## src/rtl/rc4_pkg.sv

```systemverilog
// Shared RC4 types and constants: FSM state encoding, S-box size,
// key length and key-byte width used by the KSA and decrypt controllers.
package rc4_pkg;

  localparam int S_SIZE    = 256;
  localparam int KEY_BYTES = 3;
  localparam int KB_W      = 8;

  typedef enum logic [3:0] {
    IDLE,
    INIT,
    RD_I,
    GET_I,
    RD_J,
    GET_J,
    WR_I,
    WR_J,
    DONE
  } state_t;

endpackage

```

## src/rtl/rc4_key_sel.sv

```systemverilog
// Key-byte mux: picks key byte k (0 = bits 7:0) from the 24-bit key.
// Ports: key[23:0], k[1:0] in; kbyte[7:0] out (0 for k=3).
module rc4_key_sel
  import rc4_pkg::*;
(
  input  logic [23:0]     key,
  input  logic [1:0]      k,
  output logic [KB_W-1:0] kbyte
);

  always_comb begin
    kbyte = '0;
    case (k)
      2'd0:    kbyte = key[7:0];
      2'd1:    kbyte = key[15:8];
      2'd2:    kbyte = key[23:16];
      default: kbyte = '0;
    endcase
  end

endmodule

```

## src/rtl/rc4_ksa_ctrl.sv

```systemverilog
// RC4 key-scheduling sequencer driving a 1-cycle-latency S memory port.
// Ports: clk, reset, start, secret_key in; busy, done, mem_* out; mem_rddata in.
module rc4_ksa_ctrl
  import rc4_pkg::*;
#(
  parameter int KEY_BYTES = rc4_pkg::KEY_BYTES
) (
  input  logic        clk,
  input  logic        reset,
  input  logic        start,
  input  logic [23:0] secret_key,
  output logic        busy,
  output logic        done,
  output logic [7:0]  mem_addr,
  output logic [7:0]  mem_wrdata,
  output logic        mem_wren,
  input  logic [7:0]  mem_rddata
);

  localparam logic [1:0] K_LAST = 2'(KEY_BYTES - 1);

  state_t      state;
  state_t      state_n;
  logic [7:0]  i;
  logic [7:0]  j;
  logic [1:0]  k;
  logic [7:0]  si;
  logic [7:0]  sj;
  logic [23:0] key;
  logic [7:0]  kbyte;

  rc4_key_sel u_key_sel (
    .key   (key),
    .k     (k),
    .kbyte (kbyte)
  );

  always_ff @(posedge clk) begin
    if (reset) begin
      state <= IDLE;
      i     <= '0;
      j     <= '0;
      k     <= '0;
      si    <= '0;
      sj    <= '0;
      key   <= '0;
    end else begin
      state <= state_n;
      case (state)
        IDLE: begin
          if (start) begin
            key <= secret_key;
            i   <= '0;
            j   <= '0;
            k   <= '0;
          end
        end
        INIT: i <= i + 8'd1;
        GET_I: begin
          si <= mem_rddata;
          j  <= j + mem_rddata + kbyte;
        end
        GET_J: sj <= mem_rddata;
        WR_J: begin
          if (i != 8'hFF) begin
            i <= i + 8'd1;
            k <= (k == K_LAST) ? 2'd0 : k + 2'd1;
          end
        end
        default: ;
      endcase
    end
  end

  // Memory port is decoded from registered state only, so mem_rddata
  // never reaches mem_addr in the same cycle.
  always_comb begin
    state_n    = state;
    mem_addr   = '0;
    mem_wrdata = '0;
    mem_wren   = 1'b0;
    case (state)
      IDLE: if (start) state_n = INIT;
      INIT: begin
        mem_addr   = i;
        mem_wrdata = i;
        mem_wren   = 1'b1;
        if (i == 8'hFF) state_n = RD_I;
      end
      RD_I: begin
        mem_addr = i;
        state_n  = GET_I;
      end
      GET_I: state_n = RD_J;
      RD_J: begin
        mem_addr = j;
        state_n  = GET_J;
      end
      GET_J: state_n = WR_I;
      WR_I: begin
        mem_addr   = i;
        mem_wrdata = sj;
        mem_wren   = 1'b1;
        state_n    = WR_J;
      end
      // WR_J last, so i==j leaves S[i] holding its own value.
      WR_J: begin
        mem_addr   = j;
        mem_wrdata = si;
        mem_wren   = 1'b1;
        state_n    = (i == 8'hFF) ? DONE : RD_I;
      end
      DONE:    state_n = IDLE;
      default: state_n = IDLE;
    endcase
  end

  assign busy = (state != IDLE);
  assign done = (state == DONE);

endmodule

```

## config.mk

```make
export PLATFORM = sky130hd
export DESIGN_NAME = rc4_ksa_ctrl
export DESIGN_NICKNAME = d
export VERILOG_FILES = /design/src/rtl/rc4_pkg.sv /design/src/rtl/rc4_key_sel.sv /design/src/rtl/rc4_ksa_ctrl.sv
export SDC_FILE = /design/constraint.sdc
export NUM_CORES = 1
export LEC_CHECK = 0
export CORE_MARGIN = 10
export CORE_UTILIZATION = 45
export DETAILED_ROUTE_END_ITERATION = 10
export PLACE_DENSITY = 0.69
export SYNTH_ARGS = -nofsm -noshare
export SYNTH_HDL_FRONTEND = slang
export SYNTH_SLANG_ARGS = --single-unit
export TNS_END_PERCENT = 5
```

## constraint.sdc

```tcl
create_clock -name clk -period 5.1 [get_ports clk]
set_input_delay 1.02 -clock clk [delete_from_list [all_inputs] [get_ports clk]]
set_output_delay 1.02 -clock clk [all_outputs]
set_load 0.01 [all_outputs]
```

# Word level (Yosys, flattened, before mapping)
# Cells that the tools add are included.
# W data, S select, Z words.
# op_classes
addsub	4
multipliers	0
div	0
n_lt_le_gt_ge	0
n_eq_ne	15
n_shift	0
n_mux	16
bitwise	0
reduce_logical	14
# op_table
op	count
$pmux W8 S3	3
$pmux W4 S8	1
$pmux W8 S2	2
$add A8 B8 Y8	2
$eq A4 B3 Y1 const B	4
$mux W8	2
$mux W4	3
$add A8 B1 Y8 const B	1
$eq A4 B2 Y1 const B	2
$eq A8 B8 Y1 const B	1
$ne A8 B8 Y1 const B	1
$mux W2	3
$ne A2 B2 Y1 const B	3
$reduce_and A2 Y1	3
$reduce_and A3 Y1	2
$reduce_or A3 Y1	2
$eq A4 B1 Y1 const B	1
$eq A4 B4 Y1 const B	1
$logic_not A4 Y1	1
$pmux W2 S2	1
$reduce_bool A2 Y1	2
$reduce_bool A4 Y1	1
$reduce_bool A3 Y1	1
$add A2 B1 Y2 const B	1
other kinds (5)	5
# totals
ff_bits	62
latch_bits	0
ramBits	0
romBits	0
inputBits	35
out_inout_bits	19
wordCells	56
n_memories	0

# Logic depth before layout (Yosys ltp)
# Gate-level depths: netlist of run 1.
# depth
word_depth	4
mapped_depth	13
ltp_nobuf	12

# Hierarchy
# From an unflattened synthesis of run 1, not the netlist that was laid out.
# hier_totals
cells_unflattened	425
hier_area_um2	3463.3
# modules_own_cells
module	n_inst	cells_each	area_each_um2	seq_area_each_um2
rc4_ksa_ctrl	1	405	3265.6	1241.2
rc4_key_sel	1	20	197.7	0.0

# Least setup slack after synthesis of run 1
# OpenSTA, ideal clock, no wires.
# synth_path
path_type	input to register
from	input port mem_rddata[1]
to	register j[7]
setup_ns	0.062
arrival_ns	2.980
required_ns	5.038
setup_slack_ns	2.058
cell_stages	9
path_buffers	0
path_cell_list	fa_1 ha_1 inv_1 fa_1 nor2b_1 o31a_1 o22ai_1 or4_1 nand3_1
# synth_via
elab_chain_len	3
# synth_lines
item	line_no	source
from (decl)	rc4_ksa_ctrl.sv:17	input logic [7:0] mem_rddata
$add A8 B8 Y8 (2 in series)	rc4_ksa_ctrl.sv:61	j <= j + mem_rddata + kbyte;
$pmux W8 S2	rc4_ksa_ctrl.sv:49	case (state)
to (signal assigned)	rc4_ksa_ctrl.sv:61	
to (decl)	rc4_ksa_ctrl.sv:25	logic [7:0] j;
# Every way passes these cells.
# A chain may end at the register's enable or synchronous reset.

# Final worst setup path of run 1
# layout_path
from	register state[1]
to	output port mem_wrdata[3]
# layout_via
elab_chain_len	2
elab_cells_between_ends	4
cone_classes	eq/ne: 3; mux: 1
# layout_lines
item	line_no	source
from (decl)	rc4_ksa_ctrl.sv:22	state_t state;
from (signal assigned)	rc4_ksa_ctrl.sv:48	state <= state_n;
$eq A4 B3 Y1 / $eq A4 B1 Y1 (equally long branches)	rc4_ksa_ctrl.sv:82	case (state)
$pmux W8 S3 (*)	rc4_ksa_ctrl.sv:82	
to (decl)	rc4_ksa_ctrl.sv:15	output logic [7:0] mem_wrdata,
# Every way passes the cells marked *; elsewhere a longest branch is shown, timed or not.

==> impl_metrics.env, run 1 <==
export IMPL_status="completed"
export IMPL_cap_violations=0
export IMPL_critPathCaptureType="primary output"
export IMPL_synth_compound_area_frac=0.1936
export IMPL_worst_pin_slew_ns=1.080
export IMPL_whs_path_depth=2
export IMPL_p_comb_frac=0.185
export IMPL_cts_resized=0
export IMPL_setup_viol=0
export IMPL_yosys_warnings=0
export IMPL_synth_mux_area_frac=0.02717
export IMPL_synth_seq_cells=62
export IMPL_postPlaceCellArea_sq_mm=0.003846
export IMPL_stdcell_count=558
export IMPL_powerDensity_mw_per_mm2=273.2
export IMPL_cp_slowest_stage_delay_ns=0.73
export IMPL_dp_cells=543
export IMPL_synth_edf_count=0
export IMPL_synth_xor_area_frac=0.02377
export IMPL_yosysTopAreaCell="dfxtp_1"
export IMPL_worstHoldPathType="flip-flop to flip-flop"
export IMPL_worst_endpoint_required_ns=4.08
export IMPL_setup_tns_final_ns=0
export IMPL_slew_limit_headroom=0.2803
export IMPL_port_buffers=53
export IMPL_syn_nets=469
export IMPL_fillers=721
export IMPL_avgSynthCellArea_sq_um=7.913
export IMPL_async_reset_ff_frac=0
export IMPL_yosys_cell_types_count=51
export IMPL_num_antenna_cells=0
export IMPL_final_layout_size_suffix_gt1_frac=0.05664
export IMPL_die_area_sq_mm=0.01120
export IMPL_syn_inst=419
export IMPL_setup_ws_ns=1.227
export IMPL_grt_pass1_vias=2881
export IMPL_h_tree_depth=3
export IMPL_seqPwrFrac=0.487
export IMPL_hold_violations=0
export IMPL_worstSetupPathType="flip-flop to primary output"
export IMPL_vdd_drop_max_mv=0.1345
export IMPL_crit_fanout=19
export IMPL_finalCritPeriodShare=0.7594
export IMPL_cts_clk_slew_worst_paths_ns=0.07
export IMPL_path_cells="inv_1 -> nor4_2 -> a222oi_1 -> inv_1 -> clkdlybuf4s50_1"
export IMPL_initial_core_util=0.4596
export IMPL_die_w_um=105.8
export IMPL_synth_area_sq_mm=0.003316
export IMPL_drt_first_pass_iters=5
export IMPL_via_per_inst=5.552
export IMPL_synth_most_common_cell="nand2_1"
export IMPL_swShare=0.2987
export IMPL_vias=3098
export IMPL_cp_depth=5
export IMPL_internal_power_mw=0.7667
export IMPL_grt_overflow_total=0
export IMPL_yosys_top_cells_area="dfxtp_1 (37%), nand2_1 (12%), a21oi_1 (7.5%)"
export IMPL_critPathBufInv=3
export IMPL_yosys_area_top_type_share=0.3743
export IMPL_synth_top_family_by_area="simple AND/OR/NAND/NOR gates"
export IMPL_grt_pass1_wl_um=14610
export IMPL_fin_crit_ns=3.873
export IMPL_gp_congestion=0.8732
export IMPL_power_leakage_nw=1.435
export IMPL_final_nets=505
export IMPL_antenna_found_initial=0
export IMPL_clk_latency_ns=0.34
export IMPL_startpoint_type="flip-flop"
export IMPL_dr_first_iter_drc_count=317
export IMPL_hold_buffers=0
export IMPL_hold_ws_ns=0.4528
export IMPL_dp_hpwl_um=6558
export IMPL_drv_slew=0
export IMPL_critPathTopFamily="buffers and inverters"
export IMPL_min_from="key[5]$_SDFFE_PP0P_"
export IMPL_die_h_um=105.8
export IMPL_cts_tree="done"
export IMPL_core_area_sq_mm=0.007214
export IMPL_cp_startpoint="state[1]$_SDFFE_PP0P_"
export IMPL_wl_um=8945
export IMPL_syn_to_final_growth_pct=20.68
export IMPL_rows=31
export IMPL_drc=0
export IMPL_synthSimpleGateAreaFrac=0.2479
export IMPL_synth_commonest_cells="nand2_1 (102), dfxtp_1 (62), a21oi_1 (50)"
export IMPL_crit_arrival_ns=2.85
export IMPL_numCtsBuffers=9
export IMPL_ios=54
export IMPL_reg2reg_from="k[0]$_SDFFE_PP0P_"
export IMPL_pwr_share_clk=0.328
export IMPL_crit_path_top_delay_cell="dfxtp_1"
export IMPL_wl_per_cell_um=16.03
export IMPL_cts_sinks=62
export IMPL_rr_worst_depth=12
export IMPL_crit_path_frequent_cell="inv_1"
export IMPL_dp_slack_ns=1.416
export IMPL_switching_power_mw=0.3265
export IMPL_postCtsSetupBuffers=0
export IMPL_detail_route_antenna_nets=0
export IMPL_grt_use_total=0.1595
export IMPL_synth_main_ff_cell="dfxtp_1"
export IMPL_root_buffer="clkbuf_8"
export IMPL_fmax_mhz=258.2
export IMPL_synthAdderAreaFrac=0.07472
export IMPL_skew_ns=0.007770
export IMPL_ys_seq_area_frac=0.3743
export IMPL_grt_max_degree=60
export IMPL_rsz0062_at_grt="no"
export IMPL_clock_path_buffers=2
export IMPL_fin_area_sq_mm=0.004001
## registers in the layout, indices dropped and copies added (netlist names)
register,cells
key,24
sj,8
j,8
k,2
i,8
si,8
state,4
## final cells by class
cell class / instances / area [sq um] / share of cell area
multi-input combinational: 311 / 1881 / 0.4700
sequential: 62 / 1241 / 0.3102
timing repair buffer: 55 / 540.5 / 0.1351
clock buffer: 10 / 127.6 / 0.03189
tap: 99 / 123.9 / 0.03096
inverter: 16 / 60.06 / 0.01501
clock inverter: 5 / 27.53 / 0.006879
## worst paths after layout
| path | endpoint | slack [ns] |
|---|---|---|
| worst max-delay path | mem_wrdata[3] | 1.23 |
| worst min-delay path | key[5]$_SDFFE_PP0P_ | 0.45 |
| worst max register to register | j[7]$_SDFFE_PP0P_ | 1.72 |
| worst min register to register | key[5]$_SDFFE_PP0P_ | 0.45 |
## metal layers
metal	part of all wire	vias to the layer above	GRT usage
li1	-	1540	-
met1	0.45	1441	0.2080
met2	0.47	105	0.2535
met3	0.063	12	0.03167
met4	0.015	0	0.06093
met5	0	-	0
## power by group through the flow
stage / clock network (mW) / registers [mW] / logic [mW]
after floorplan: 0 / 0.527 / 0.139
after global placement: 0 / 0.541 / 0.200
after detailed placement: 0 / 0.543 / 0.203
after CTS: 0.366 / 0.532 / 0.204
after global routing: 0.381 / 0.535 / 0.226
final: 0.358 / 0.532 / 0.202
## layout by cell type (no fill, tap or decap), drive strengths merged, types with 3 or more instances in the layout
cell type        n
mux2i            9
a221oi           3
clkbuf          10
o21ai           14
fa               8
nor4             4
nand3           15
clkdlybuf4s50   52
a222oi           8
nand4b           7
clkinv           4
inv             16
nand4            3
nand2          102
a22oi            6
a311oi           3
ha               7
nor2            23
and3             3
nor3             5
a21oi           50
xnor2            7
a31oi            3
dfxtp           62
buf              3
nor2b            3
## cell families (layout without fill, tap and decap cells)
group | after synthesis | in the layout
and+or+nand+nor | 176 | 176
adders and majority gates | 15 | 15
buffers and inverters | 46 | 86
muxes | 9 | 9
xor gates and xnor gates | 9 | 9
AOI/OAI and AO/OA | 102 | 102
DFF | 62 | 62
## through the flow
stage                     utilization  total power, mW
after global routing           0.5546            1.142
after CTS                      0.5546            1.101
after detailed placement       0.5331           0.7453
final                          0.5546            1.093
after global placement         0.5331           0.7410
after floorplan                     -           0.6660
## worst reg2reg max path: cells and delay by family (launching register included)
family / cells / cell delay, ns
AND/OR/NAND/NOR: 5 / 1.08
buffers and inverters: 1 / 0.07
adder cells (fa/ha/maj): 3 / 1.10
AO/OA/AOI/OAI: 3 / 0.39
flip-flops: 1 / 0.69
No activity file was read; power rests on OpenSTA's default activity.
==> run 2, diff against run 1 <==
--- a/config.mk
+++ b/config.mk
@@ -8,7 +8,7 @@
 export CORE_MARGIN = 10
 export CORE_UTILIZATION = 45
 export DETAILED_ROUTE_END_ITERATION = 10
-export PLACE_DENSITY = 0.69
+export PLACE_DENSITY = 0.72
 export SYNTH_ARGS = -nofsm -noshare
 export SYNTH_HDL_FRONTEND = slang
 export SYNTH_SLANG_ARGS = --single-unit
==> constraint.sdc (replaced) <==
create_clock -name clk -period 3.17 [get_ports clk]
set_input_delay 0.634 -clock clk [delete_from_list [all_inputs] [get_ports clk]]
set_output_delay 0.634 -clock clk [all_outputs]
set_load 0.01 [all_outputs]
==> impl_metrics.env, run 2 (same netlist as run 1, synthesis figures left out) <==
export IMPL_antenna_found_initial=0
export IMPL_num_antenna_cells=0
export IMPL_wl_per_cell_um=15.80
export IMPL_via_per_inst=5.458
export IMPL_drv_slew=0
export IMPL_syn_to_final_growth_pct=23.66
export IMPL_switching_power_mw=0.5290
export IMPL_vdd_drop_max_mv=0.2094
export IMPL_wl_met2_um=4204
export IMPL_power_total_mw=1.800
export IMPL_clk_latency_ns=0.34
export IMPL_worst_pin_slew_ns=1.071
export IMPL_numCtsBuffers=9
export IMPL_die_h_um=105.8
export IMPL_initial_core_util=0.4596
export IMPL_pwr_share_clk=0.338
export IMPL_setup_ws_ns=0.2554
export IMPL_wl_um=9005
export IMPL_drt_first_pass_iters=5
export IMPL_stdcell_count=570
export IMPL_setup_viol=0
export IMPL_cts_clk_slew_worst_paths_ns=0.07
export IMPL_ios=54
export IMPL_crit_fanout=12
export IMPL_status="completed"
export IMPL_grt_max_degree=60
export IMPL_rsz0062_at_grt="no"
export IMPL_power_leakage_nw=1.498
export IMPL_skew_ns=0.009949
export IMPL_top_layer="met4"
export IMPL_dr_first_iter_drc_count=221
export IMPL_seqPwrFrac=0.472
export IMPL_dp_cells=554
export IMPL_timing_reg2reg_setup_slack_ns=0.26
export IMPL_vias=3111
export IMPL_largest_reg_flops=24
export IMPL_finalCritPeriodShare=0.9194
export IMPL_worst_endpoint_required_ns=3.45
export IMPL_swShare=0.2939
export IMPL_drc=0
export IMPL_powerDensity_mw_per_mm2=439.0
export IMPL_die_w_um=105.8
export IMPL_fin_area_sq_mm=0.004100
export IMPL_final_layout_size_suffix_gt1_frac=0.08493
export IMPL_rows=31
export IMPL_gp_congestion=0.8945
export IMPL_core_area_sq_mm=0.007214
export IMPL_grt_pass1_vias=3026
export IMPL_grt_use_total=0.1582
export IMPL_worstSetupPathType="flip-flop to flip-flop"
export IMPL_final_nets=516
export IMPL_drt_met1_wl_um=4085
export IMPL_dp_slack_ns=-0.06644
export IMPL_critPathCaptureType="flip-flop"
export IMPL_p_comb_frac=0.191
export IMPL_slew_limit_headroom=0.2858
export IMPL_root_buffer="clkbuf_8"
export IMPL_die_area_sq_mm=0.01120
export IMPL_fin_crit_ns=2.915
export IMPL_clock_path_buffers=2
export IMPL_grt_overflow_total=0
export IMPL_cts_tree="done"
export IMPL_grt_pass1_wl_um=14680
export IMPL_postPlaceCellArea_sq_mm=0.003929
export IMPL_hold_violations=0
export IMPL_setup_tns_final_ns=0
export IMPL_crit_arrival_ns=3.20
export IMPL_regMostFlops="key"
export IMPL_fmax_mhz=343.1
export IMPL_met3_length_um=598
export IMPL_dp_hpwl_um=6655
export IMPL_final_cell_mix="nand2_1 (102), dfxtp_1 (59), clkdlybuf4s50_1 (52)"
export IMPL_cap_violations=0
export IMPL_h_tree_depth=3
export IMPL_layout_commonest_cell="nand2_1"
export IMPL_internal_power_mw=1.271
export IMPL_port_buffers=53
export IMPL_hold_buffers=0
export IMPL_worstHoldPathType="flip-flop to flip-flop"
export IMPL_detail_route_antenna_nets=0
export IMPL_startpoint_type="flip-flop"
export IMPL_cts_sinks=62
-- run 2: changes by cell type in the layout (fill, tap and decap cells not counted), sizes merged --
| cell | change |
|---|---|
| clkbuf | +2 |
| buf | +11 |
| clkinv | -1 |
-- run 2: final timing paths --
kind	start	end	cells past startpoint
worst max-delay path	k[1]$_SDFFE_PP0P_	j[7]$_SDFFE_PP0P_	13
worst min-delay path	key[8]$_SDFFE_PP0P_	key[8]$_SDFFE_PP0P_	2
worst max register to register	k[1]$_SDFFE_PP0P_	j[7]$_SDFFE_PP0P_	13
worst min register to register	key[8]$_SDFFE_PP0P_	key[8]$_SDFFE_PP0P_	2
-- run 2: cell type report --
| cell class | count | area (sq um) |
|---|---|---|
| Timing Repair Buffer | 66 | 623.1 |
| Fill cell | 712 | 3114 |
| Clock buffer | 12 | 145.1 |
| Tap cell | 99 | 123.9 |
| Clock inverter | 4 | 22.52 |
| Multi-Input combinational cell | 311 | 1881 |
| Inverter | 16 | 60.06 |
| Sequential cell | 62 | 1245 |
-- run 2: power groups by stage --
stage          sequential (mW)  clock, mW  combinational (mW)
3_5_place_dp             0.866          0               0.341
5_1_grt                  0.853      0.650               0.381
4_1_cts                  0.848      0.611               0.344
6_report                 0.849      0.608               0.343
2_1_floorplan            0.848          0               0.223
3_3_place_gp             0.865          0               0.335
-- run 2: stage by stage --
step           utilization  hold slack [ns]
6_report            0.5683           0.4533
5_1_grt             0.5683           0.4768
4_1_cts             0.5678           0.4550
3_5_place_dp        0.5446           0.4458
3_3_place_gp        0.5446           0.4407
2_1_floorplan            -           0.4357
-- run 2: per-layer routing --
metal / track usage / vias to the layer above
met1: 0.1951 / 1432
li1: - / 1559
met2: 0.2566 / 108
met3: 0.04446 / 12
met4: 0.05899 / 0
met5: 0 / -
-- run 2: what timing repair did --
item	CTS	global route
setup endpoints to repair	0	6
endpoints found under the hold margin	0	0
buffers inserted	0	0
resized for setup	0	3
-- run 2: worst max-delay path, stage by stage, from the launching register on --
cell and delay, ns:
dfxtp_1 0.52, nor2b_1 0.26, buf_4 0.17, nand2_1 0.05
o21ai_0 0.13, fa_1 0.24, ha_1 0.17, inv_1 0.05
fa_1 0.38, nor2b_1 0.16, o31a_1 0.16, o22ai_1 0.10
or4_1 0.40, nand3_1 0.07
